**src/rtl/mem_access_stage_if.sv**
```systemverilog
// Data-memory port of the MEM stage.
//   dm_req   : request, held until the edge on which dm_ack is sampled high
//   dm_we    : 1 = store, 0 = load
//   dm_be    : byte enables, bit i covers bits 8i+7:8i (little-endian)
//   dm_addr  : word address, low two bits always zero
//   dm_wdata : store data already replicated across the lanes
//   dm_ack   : memory completes the outstanding request this cycle
//   dm_rdata : full read word, valid together with dm_ack
// master = pipeline stage, slave = memory.
interface mem_access_stage_if;
  logic        dm_req;
  logic        dm_we;
  logic [3:0]  dm_be;
  logic [31:0] dm_addr;
  logic [31:0] dm_wdata;
  logic        dm_ack;
  logic [31:0] dm_rdata;

  modport master (
    output dm_req, dm_we, dm_be, dm_addr, dm_wdata,
    input  dm_ack, dm_rdata
  );

  modport slave (
    input  dm_req, dm_we, dm_be, dm_addr, dm_wdata,
    output dm_ack, dm_rdata
  );
endinterface

```
**src/rtl/mem_access_stage.sv**
```systemverilog
// MEM pipeline stage of the 32-bit core.
// Accepts one instruction from EX while idle. Non-memory ops and misaligned
// accesses are passed to writeback on the next edge. Aligned loads and stores
// are issued on the dm port, and the stage waits for dm_ack. The wait is
// abandoned after TIMEOUT cycles without an ack, and the result is flagged
// with out_err. Load data is returned right-aligned and zero-extended. Sign
// extension happens later, in the writeback mux.
// Ports:
//   clk, rst        : clock, synchronous active-high reset
//   in_valid/ready  : EX handshake (ready only in IDLE, low during reset)
//   in_op/alu_result/store_data/rd : EX results
//   dm              : data-memory port (master side)
//   out_valid       : one-cycle pulse, out_* fields are valid
//   out_op/alu_result/dm_data/rd   : registered results, held between pulses
//   out_misalign    : access was misaligned and was not issued
//   out_err         : access timed out
module mem_access_stage #(
  parameter int TIMEOUT = 16
) (
  input  logic                clk,
  input  logic                rst,
  input  logic                in_valid,
  output logic                in_ready,
  input  logic [5:0]          in_op,
  input  logic [31:0]         in_alu_result,
  input  logic [31:0]         in_store_data,
  input  logic [4:0]          in_rd,
  mem_access_stage_if.master  dm,
  output logic                out_valid,
  output logic [5:0]          out_op,
  output logic [31:0]         out_alu_result,
  output logic [31:0]         out_dm_data,
  output logic [4:0]          out_rd,
  output logic                out_misalign,
  output logic                out_err
);
  localparam logic [5:0] OP_LW = 6'd16;
  localparam logic [5:0] OP_LH = 6'd18;
  localparam logic [5:0] OP_LB = 6'd20;
  localparam logic [5:0] OP_SW = 6'd24;
  localparam logic [5:0] OP_SH = 6'd26;
  localparam logic [5:0] OP_SB = 6'd28;
  localparam int         CNT_W = $clog2(TIMEOUT + 1);

  typedef enum logic [0:0] {IDLE, WAIT} state_t;

  state_t             state, state_next;
  logic [CNT_W-1:0]   wait_cnt;
  logic [5:0]         hold_op;
  logic [31:0]        hold_alu;
  logic [4:0]         hold_rd;

  logic               is_mem, misaligned;
  logic [3:0]         be_c;
  logic [31:0]        wdata_c, load_data;
  logic               pass_through, issue, done_ack, done_timeout;

  assign in_ready = (state == IDLE) && !rst;

  // Decode of the instruction offered by EX.
  // NOTE: every signal driven from always_comb gets a default first, so no path leaves it unassigned and no latch is inferred.
  always_comb begin
    is_mem     = 1'b0;
    misaligned = 1'b0;
    be_c       = 4'b0000;
    wdata_c    = in_store_data;
    case (in_op)
      OP_LW, OP_SW: begin
        is_mem     = 1'b1;
        misaligned = (in_alu_result[1:0] != 2'b00);
        be_c       = 4'b1111;
      end
      OP_LH, OP_SH: begin
        is_mem     = 1'b1;
        misaligned = in_alu_result[0];
        be_c       = in_alu_result[1] ? 4'b1100 : 4'b0011;
        wdata_c    = {2{in_store_data[15:0]}};
      end
      OP_LB, OP_SB: begin
        is_mem     = 1'b1;
        be_c       = 4'b0001 << in_alu_result[1:0];
        wdata_c    = {4{in_store_data[7:0]}};
      end
      default: ;
    endcase
  end

  // Right-align the returned word using the address held during WAIT.
  always_comb begin
    load_data = 32'h0;
    case (hold_op)
      OP_LW:   load_data = dm.dm_rdata;
      OP_LH:   load_data = {16'h0, hold_alu[1] ? dm.dm_rdata[31:16] : dm.dm_rdata[15:0]};
      OP_LB:   load_data = {24'h0, dm.dm_rdata[{hold_alu[1:0], 3'b000} +: 8]};
      default: load_data = 32'h0;
    endcase
  end

  // Next-state logic. An ack in the last allowed WAIT cycle beats the timeout.
  always_comb begin
    state_next   = state;
    pass_through = 1'b0;
    issue        = 1'b0;
    done_ack     = 1'b0;
    done_timeout = 1'b0;
    case (state)
      IDLE: begin
        if (in_valid) begin
          if (!is_mem || misaligned) begin
            pass_through = 1'b1;
          end else begin
            issue      = 1'b1;
            state_next = WAIT;
          end
        end
      end
      WAIT: begin
        if (dm.dm_ack) begin
          done_ack   = 1'b1;
          state_next = IDLE;
        end else if (wait_cnt == CNT_W'(TIMEOUT - 1)) begin
          done_timeout = 1'b1;
          state_next   = IDLE;
        end
      end
      default: state_next = IDLE;
    endcase
  end

  // NOTE: sequential state uses non-blocking assignments only, so every flop samples values from before the edge.
  always_ff @(posedge clk) begin
    if (rst) state <= IDLE;
    else     state <= state_next;
  end

  // NOTE: every register here is a control or output flop, with no memory array, so all of them are cleared on reset.
  always_ff @(posedge clk) begin
    if (rst) begin
      wait_cnt       <= '0;
      hold_op        <= '0;
      hold_alu       <= '0;
      hold_rd        <= '0;
      dm.dm_req      <= 1'b0;
      dm.dm_we       <= 1'b0;
      dm.dm_be       <= '0;
      dm.dm_addr     <= '0;
      dm.dm_wdata    <= '0;
      out_valid      <= 1'b0;
      out_op         <= '0;
      out_alu_result <= '0;
      out_dm_data    <= '0;
      out_rd         <= '0;
      out_misalign   <= 1'b0;
      out_err        <= 1'b0;
    end else begin
      out_valid <= 1'b0;
      if (pass_through) begin
        out_valid      <= 1'b1;
        out_op         <= in_op;
        out_alu_result <= in_alu_result;
        out_rd         <= in_rd;
        out_dm_data    <= '0;
        out_misalign   <= is_mem;
        out_err        <= 1'b0;
      end
      if (issue) begin
        hold_op     <= in_op;
        hold_alu    <= in_alu_result;
        hold_rd     <= in_rd;
        wait_cnt    <= '0;
        dm.dm_req   <= 1'b1;
        dm.dm_we    <= (in_op == OP_SW) || (in_op == OP_SH) || (in_op == OP_SB);
        dm.dm_be    <= be_c;
        dm.dm_addr  <= {in_alu_result[31:2], 2'b00};
        dm.dm_wdata <= wdata_c;
      end
      if (done_ack || done_timeout) begin
        dm.dm_req      <= 1'b0;
        out_valid      <= 1'b1;
        out_op         <= hold_op;
        out_alu_result <= hold_alu;
        out_rd         <= hold_rd;
        out_dm_data    <= (done_ack && !dm.dm_we) ? load_data : 32'h0;
        out_misalign   <= 1'b0;
        out_err        <= done_timeout;
      end else if (state == WAIT) begin
        wait_cnt <= wait_cnt + 1'b1;
      end
    end
  end
endmodule
```
**src/flat_wrapper.sv**
```systemverilog
// flat-port wrapper written by rule: the top's interface ports become plain ports
module mem_access_stage_flat 
#(
  parameter int TIMEOUT = 16
)
  (clk, rst, in_valid, in_ready, in_op, in_alu_result, in_store_data, in_rd, out_valid, out_op, out_alu_result, out_dm_data, out_rd, out_misalign, out_err, dm_dm_req, dm_dm_we, dm_dm_be, dm_dm_addr, dm_dm_wdata, dm_dm_ack, dm_dm_rdata);
  mem_access_stage_if dm_i ();
  input  logic clk;
  input  logic rst;
  input  logic in_valid;
  output logic in_ready;
  input  logic [5:0] in_op;
  input  logic [31:0] in_alu_result;
  input  logic [31:0] in_store_data;
  input  logic [4:0] in_rd;
  output logic out_valid;
  output logic [5:0] out_op;
  output logic [31:0] out_alu_result;
  output logic [31:0] out_dm_data;
  output logic [4:0] out_rd;
  output logic out_misalign;
  output logic out_err;
  output wire logic [$bits(dm_i.dm_req)-1:0] dm_dm_req;
  output wire logic [$bits(dm_i.dm_we)-1:0] dm_dm_we;
  output wire logic [$bits(dm_i.dm_be)-1:0] dm_dm_be;
  output wire logic [$bits(dm_i.dm_addr)-1:0] dm_dm_addr;
  output wire logic [$bits(dm_i.dm_wdata)-1:0] dm_dm_wdata;
  input wire logic [$bits(dm_i.dm_ack)-1:0] dm_dm_ack;
  input wire logic [$bits(dm_i.dm_rdata)-1:0] dm_dm_rdata;
  assign dm_dm_req = dm_i.dm_req;
  assign dm_dm_we = dm_i.dm_we;
  assign dm_dm_be = dm_i.dm_be;
  assign dm_dm_addr = dm_i.dm_addr;
  assign dm_dm_wdata = dm_i.dm_wdata;
  assign dm_i.dm_ack = dm_dm_ack;
  assign dm_i.dm_rdata = dm_dm_rdata;
  mem_access_stage #(.TIMEOUT(TIMEOUT)) u_core (.clk(clk), .rst(rst), .in_valid(in_valid), .in_ready(in_ready), .in_op(in_op), .in_alu_result(in_alu_result), .in_store_data(in_store_data), .in_rd(in_rd), .dm(dm_i), .out_valid(out_valid), .out_op(out_op), .out_alu_result(out_alu_result), .out_dm_data(out_dm_data), .out_rd(out_rd), .out_misalign(out_misalign), .out_err(out_err));
endmodule
```
**config.mk**
```make
export PLATFORM = sky130hd
export DESIGN_NAME = mem_access_stage_flat
export DESIGN_NICKNAME = d
export VERILOG_FILES = /design/src/rtl/mem_access_stage_if.sv /design/src/rtl/mem_access_stage.sv /design/src/flat_wrapper.sv
export SDC_FILE = /design/constraint.sdc
export NUM_CORES = 1
export LEC_CHECK = 0
export CORE_ASPECT_RATIO = 0.6
export CORE_MARGIN = 2
export CORE_UTILIZATION = 35
export CTS_CLUSTER_DIAMETER = 60
export DETAILED_ROUTE_END_ITERATION = 10
export DONT_BUFFER_PORTS = 1
export GPL_ROUTABILITY_DRIVEN = 0
export PLACE_DENSITY_LB_ADDON = 0.08
export SLEW_MARGIN = 20
export SYNTH_ARGS = -nofsm -noshare
export SYNTH_HDL_FRONTEND = slang
export SYNTH_SLANG_ARGS = --single-unit
```
**constraint.sdc**
```tcl
create_clock -name clk -period 2.6 [get_ports clk]
set_clock_uncertainty 0.05 [all_clocks]
set_input_delay 0.52 -clock clk [delete_from_list [all_inputs] [get_ports clk]]
set_output_delay 0.52 -clock clk [all_outputs]
set_load 0.02 [all_outputs]
```
==> Yosys cells after proc, flatten, opt, wreduce, memory -nomap -nowiden <==
Cells that the tools add are included.
{ "classes": {"eq_ne": 10, "muxes": 37, "n_shift": 2, "n_addsub": 1, "reduce_logical": 16, "bitwise": 1} }
{ "op_table": {"columns": ["op", "count"], "rows": [
  ["32-bit two-way mux", 5],
  ["32-bit case mux with 3 select lines", 1],
  ["32-bit case mux with 2 select lines", 1],
  ["6-bit by 5-bit equality test with 1-bit output (second input constant)", 9],
  ["32-bit by 6-bit variable part select with 8-bit output", 1],
  ["5-bit two-way mux", 5],
  ["1-bit two-way mux", 18],
  ["16-bit two-way mux", 1],
  ["6-bit two-way mux", 2],
  ["4-bit case mux with 3 select lines", 1],
  ["2-bit OR reduction", 4],
  ["6-bit OR reduction", 1],
  ["5-bit by 1-bit adder with 5-bit output (second input constant)", 1],
  ["5-bit by 4-bit equality test with 1-bit output (second input constant)", 1],
  ["1-bit logical OR", 4],
  ["4-bit two-way mux", 1],
  ["1-bit case mux with 2 select lines", 2],
  ["2-bit nonzero test", 2],
  ["1-bit by 2-bit << shifter with 4-bit output (first input constant)", 1],
  ["1-bit zero test", 3],
  ["1-bit logical AND", 2],
  ["1-bit inverter", 1]
]} }
{ "totals": {"wordCells": 84, "inputBits": 111, "output_inout_bits": 149, "register_bits": 195} }

==> Depth between registers and ports, before layout <==
{ "depth": {"depth_word": 11, "mapped_depth": 9, "ltp_nobuf": 7} }

==> Worst setup path after synthesis <==
Ideal clock, no wire load.
{ "synth_path": {"path_type": "register -> register", "start": "reg u_core.wait_cnt[0]", "end": "reg u_core.out_dm_data[30]", "setup_slack_ns": 0.617, "period_less_slack_ns": 1.983, "stages_incl_launch_ff": 10, "arrival_ns": 1.874, "path_cell_list": "dfxtp_1 ha_1 and3_1 ha_1 o21a_1 clkbuf_1 nor2_1 o21a_2 buf_4 a22o_1"} }
{ "synth_between": {"elab_chain_len": 6, "word_cells_on_any_way": 7, "classes_between": "1 x eq/ne; 4 x mux; 2 x reduce/logical"} }
{ "synth_lines": {"columns": ["item", "line", "source"], "rows": [
  ["start, declared", "mem_access_stage.sv:48", "logic [CNT_W-1:0] wait_cnt;"],
  ["start signal, assigned", "mem_access_stage.sv:187", "wait_cnt <= wait_cnt + 1'b1;"],
  ["5-bit by 4-bit equality test with 1-bit output (*)", "mem_access_stage.sv:121", "end else if (wait_cnt == CNT_W'(TIMEOUT - 1)) begin"],
  ["1-bit two-way mux (*)", "mem_access_stage.sv:121", null],
  ["1-bit two-way mux (*)", "mem_access_stage.sv:118", "if (dm.dm_ack) begin"],
  ["1-bit two-way mux (*)", "mem_access_stage.sv:106", "case (state)"],
  ["1-bit logical OR (*)", "mem_access_stage.sv:177", "if (done_ack || done_timeout) begin"],
  ["32-bit two-way mux / 2-bit nonzero test (equally long branches)", null, null],
  ["end signal, assigned", "mem_access_stage.sv:183", "out_dm_data <= (done_ack && !dm.dm_we) ? load_data : 32'h0;"],
  ["end, declared", "mem_access_stage.sv:32", "output logic [31:0] out_dm_data,"]
]} }
Every way passes the cells marked *; elsewhere a longest branch is shown, timed or not.
A chain may end at the register's enable or synchronous reset.

==> Worst setup path after layout <==
{ "layout_path": {"start": "reg u_core.wait_cnt[0]", "end": "reg u_core.out_dm_data[20]"} }
Same word-level chain as after synthesis.

==> results_dict.tcl <==
set metrics [dict create \
    min_path_cells 1 \
    grtUsageTotal_pct 24.3 \
    vdd_drop_max_v 0.000385 \
    rows 42 \
    synth_top_cells_by_area "dfxtp_1, o31ai_1, a211oi_1" \
    seqCellArea_mm2 0.00330 \
    outcome "completed" \
    dr_total_vias 7227 \
    grt_overflow_total 0 \
    crit_start "u_core.wait_cnt[0]" \
    postCtsSetupBuffers 0 \
    drtIter0Drc 617 \
    min_path_type "input pin to flop" \
    stdcell_count 1132 \
    antenna_found_initial 0 \
    fmax_mhz 449 \
    final_area_mm2 0.00862 \
    period_minus_slack_ps 2230 \
    clk_pin_slew_worst_paths_ps 70 \
    place_area_mm2 0.00798 \
    synth-edff-count 0 \
    cp_data_required_time_ps 2920 \
    synth.largest_area_cell "dfxtp_1" \
    n_antenna_cell 0 \
    holdPathEnd "u_core.dm.dm_wdata[0]" \
    cts_resized 0 \
    crit_fanout 24 \
    utilization_pct 39.0 \
    firstDrtPassIters 5 \
    ys.flop_type "dfxtp_1" \
    antenna_left 0 \
    crit_path_start_kind "flop" \
    yosys.area.top_type_share_pct 41.6 \
    drt_wl_total_um 29300 \
    ios 260 \
    relSlewSlack_pct 55.3 \
    wl_per_cell_um 25.9 \
    numCtsBuffers 17 \
    fillerInstances 2150 \
    synth_warnings 0 \
    nNetsFinal 924 \
    hold_start "rst" \
    cts_sinks 165 \
    cts-root-buf "clkbuf_16" \
    syn_area_mm2 0.00794 \
    drc 0 \
    dieHeight_um 121 \
    syn_inst 897 \
    initial_core_util_pct 35.9 \
    core-area_mm2 0.0221 \
    maxCapViolations 0 \
    htree_levels 4 \
    yosys.cell_types.count 50 \
    rr_startpoint "u_core.wait_cnt[0]" \
    power.density_mw_per_mm2 692 \
    layout_commonest_cell "dfxtp_1" \
    reg2reg_depth 7 \
    regToRegEndpoint "u_core.out_dm_data[20]" \
    tns_ps 0 \
    ys_seq_area_share_pct 41.6 \
    grt_setup_unrepaired "false" \
    reg2reg_slack_ps 370 \
    grt_pass1_wl_um 44500 \
    die_w_um 198 \
    drive_above_1_share_pct 10.7 \
    cts_tree "done" \
    cts_buffer_depth 2 \
    setup_viol 0 \
    syn-mean-instance-area_um2 8.85 \
    insertion_delay_ps 430 \
    async_reset_ff_share_pct 0 \
    worstPathArrival_ps 2550 \
    fin_crit_sh_pct 85.7 \
    grt_max_degree 135 \
    timing.hold.ws_ps 105 \
    crit_type "flop to flop" \
    multi_input_area_mm2 0.00391 \
    die-area_mm2 0.0239 \
    synthToLayoutAreaGrowth_pct 8.69 \
    hpwl_um 19200 \
    synth_seq_cells 165 \
    grt_pass1_vias 7043 \
    cp-end-kind "flop" \
    postCtsHoldBufs 0 \
    final_max_slew_viol_count 0 \
    layout_common_cells "dfxtp_1, a21oi_1, o21ai_0, nand4_1, o31ai_1" \
    final-hold-violation-count 0 \
    leakage_nw 2.77 \
    io_buffers 0 \
    viasPerCell 6.38 \
    dp.cells 1100 \
    worst_slew_pin_slew_ps 671 \
]
## registers in the layout, indices dropped and copies added, names as in the netlist, 4 cells and up
name                   count
u_core.out_dm_data        32
u_core.dm.dm_be            4
u_core.hold_op             6
u_core.out_rd              5
u_core.out_op              6
u_core.wait_cnt            5
u_core.dm.dm_wdata        32
u_core.hold_alu           31
u_core.hold_rd             5
u_core.out_alu_result     32
## where the power goes
group,total (mW),internal (mW),switching [mW]
clock,2.83,1.73,1.10
combinational,0.407,0.139,0.268
sequential,2.73,2.59,0.138
total,5.97,4.47,1.50
## worst max path at each step
stage / end / slack (ps) / cells after the start
after floorplan: u_core.out_dm_data[30] / 620 / 9
after global placement: u_core.out_dm_data[26] / 450 / 7
after detailed placement: u_core.wait_cnt[0] / 350 / 5
after CTS: u_core.out_dm_data[28] / 390 / 7
after global routing: u_core.out_alu_result[10] / 220 / 7
final: u_core.out_dm_data[20] / 370 / 7
## metal layers
layer	GRT usage [%]	share of wire, %
met4	7.57	1.6
met1	33.4	44
met3	9.26	12
met5	0.436	0
met2	34.6	43
## logic make-up after synthesis
group	count (synthesis)	share of synthesized area, %
other	1	0.0473
AND/OR/NAND/NOR	175	12.1
AO/OA/AOI/OAI	375	32.9
flip-flops	165	41.6
buffers and inverters	155	9.95
adder cells (fa/ha/maj)	2	0.315
multiplexers	24	3.03
## Yosys cell counts, types with 2 or more instances
| cell | count |
|---|---|
| o31ai_1 | 49 |
| nand4_1 | 49 |
| a41oi_1 | 38 |
| o21ai_1 | 4 |
| clkbuf_2 | 5 |
| a311oi_1 | 19 |
| nand2b_1 | 13 |
| a22oi_1 | 16 |
| o2bb2ai_1 | 8 |
| buf_2 | 30 |
| dfxtp_1 | 165 |
| ha_1 | 2 |
| a22o_1 | 17 |
| o21a_1 | 4 |
| nor3_1 | 9 |
| inv_1 | 17 |
| a221oi_1 | 5 |
| nor3b_1 | 3 |
| and2_1 | 2 |
| nand3_1 | 4 |
| mux2i_1 | 24 |
| buf_4 | 39 |
| o221ai_1 | 8 |
| a211oi_1 | 47 |
| o311ai_0 | 5 |
| nor2_1 | 46 |
| a31oi_1 | 24 |
| nor2b_1 | 5 |
| clkbuf_1 | 62 |
| nor3b_2 | 2 |
| a21oi_1 | 70 |
| or2_2 | 3 |
| o21ai_0 | 56 |
| nor4_4 | 2 |
| nand2_1 | 30 |
## metrics by stage
step | setup slack (ps) | total power, mW
final | 373 | 5.97
after global routing | 225 | 6.20
after CTS | 391 | 6.03
after detailed placement | 352 | 3.19
after global placement | 454 | 3.19
after floorplan | 617 | 3.10
## critical path, stage by stage, from the launching register on
cell and delay (ps):
dfxtp_1 340, ha_1 220, and3_1 180, ha_1 270
o21a_2 230, nor2_1 120, o21a_2 510, a22o_1 230
## layout make-up
cell class	instances	share of cell area, %
Timing Repair Buffer	32	3.66
Clock inverter	12	2.34
Sequential cell	165	38.3
Tap cell	308	4.47
Multi-Input combinational cell	578	45.3
Clock buffer	20	5.18
Inverter	17	0.740
Note: power is estimated with default switching activity, not from simulation.
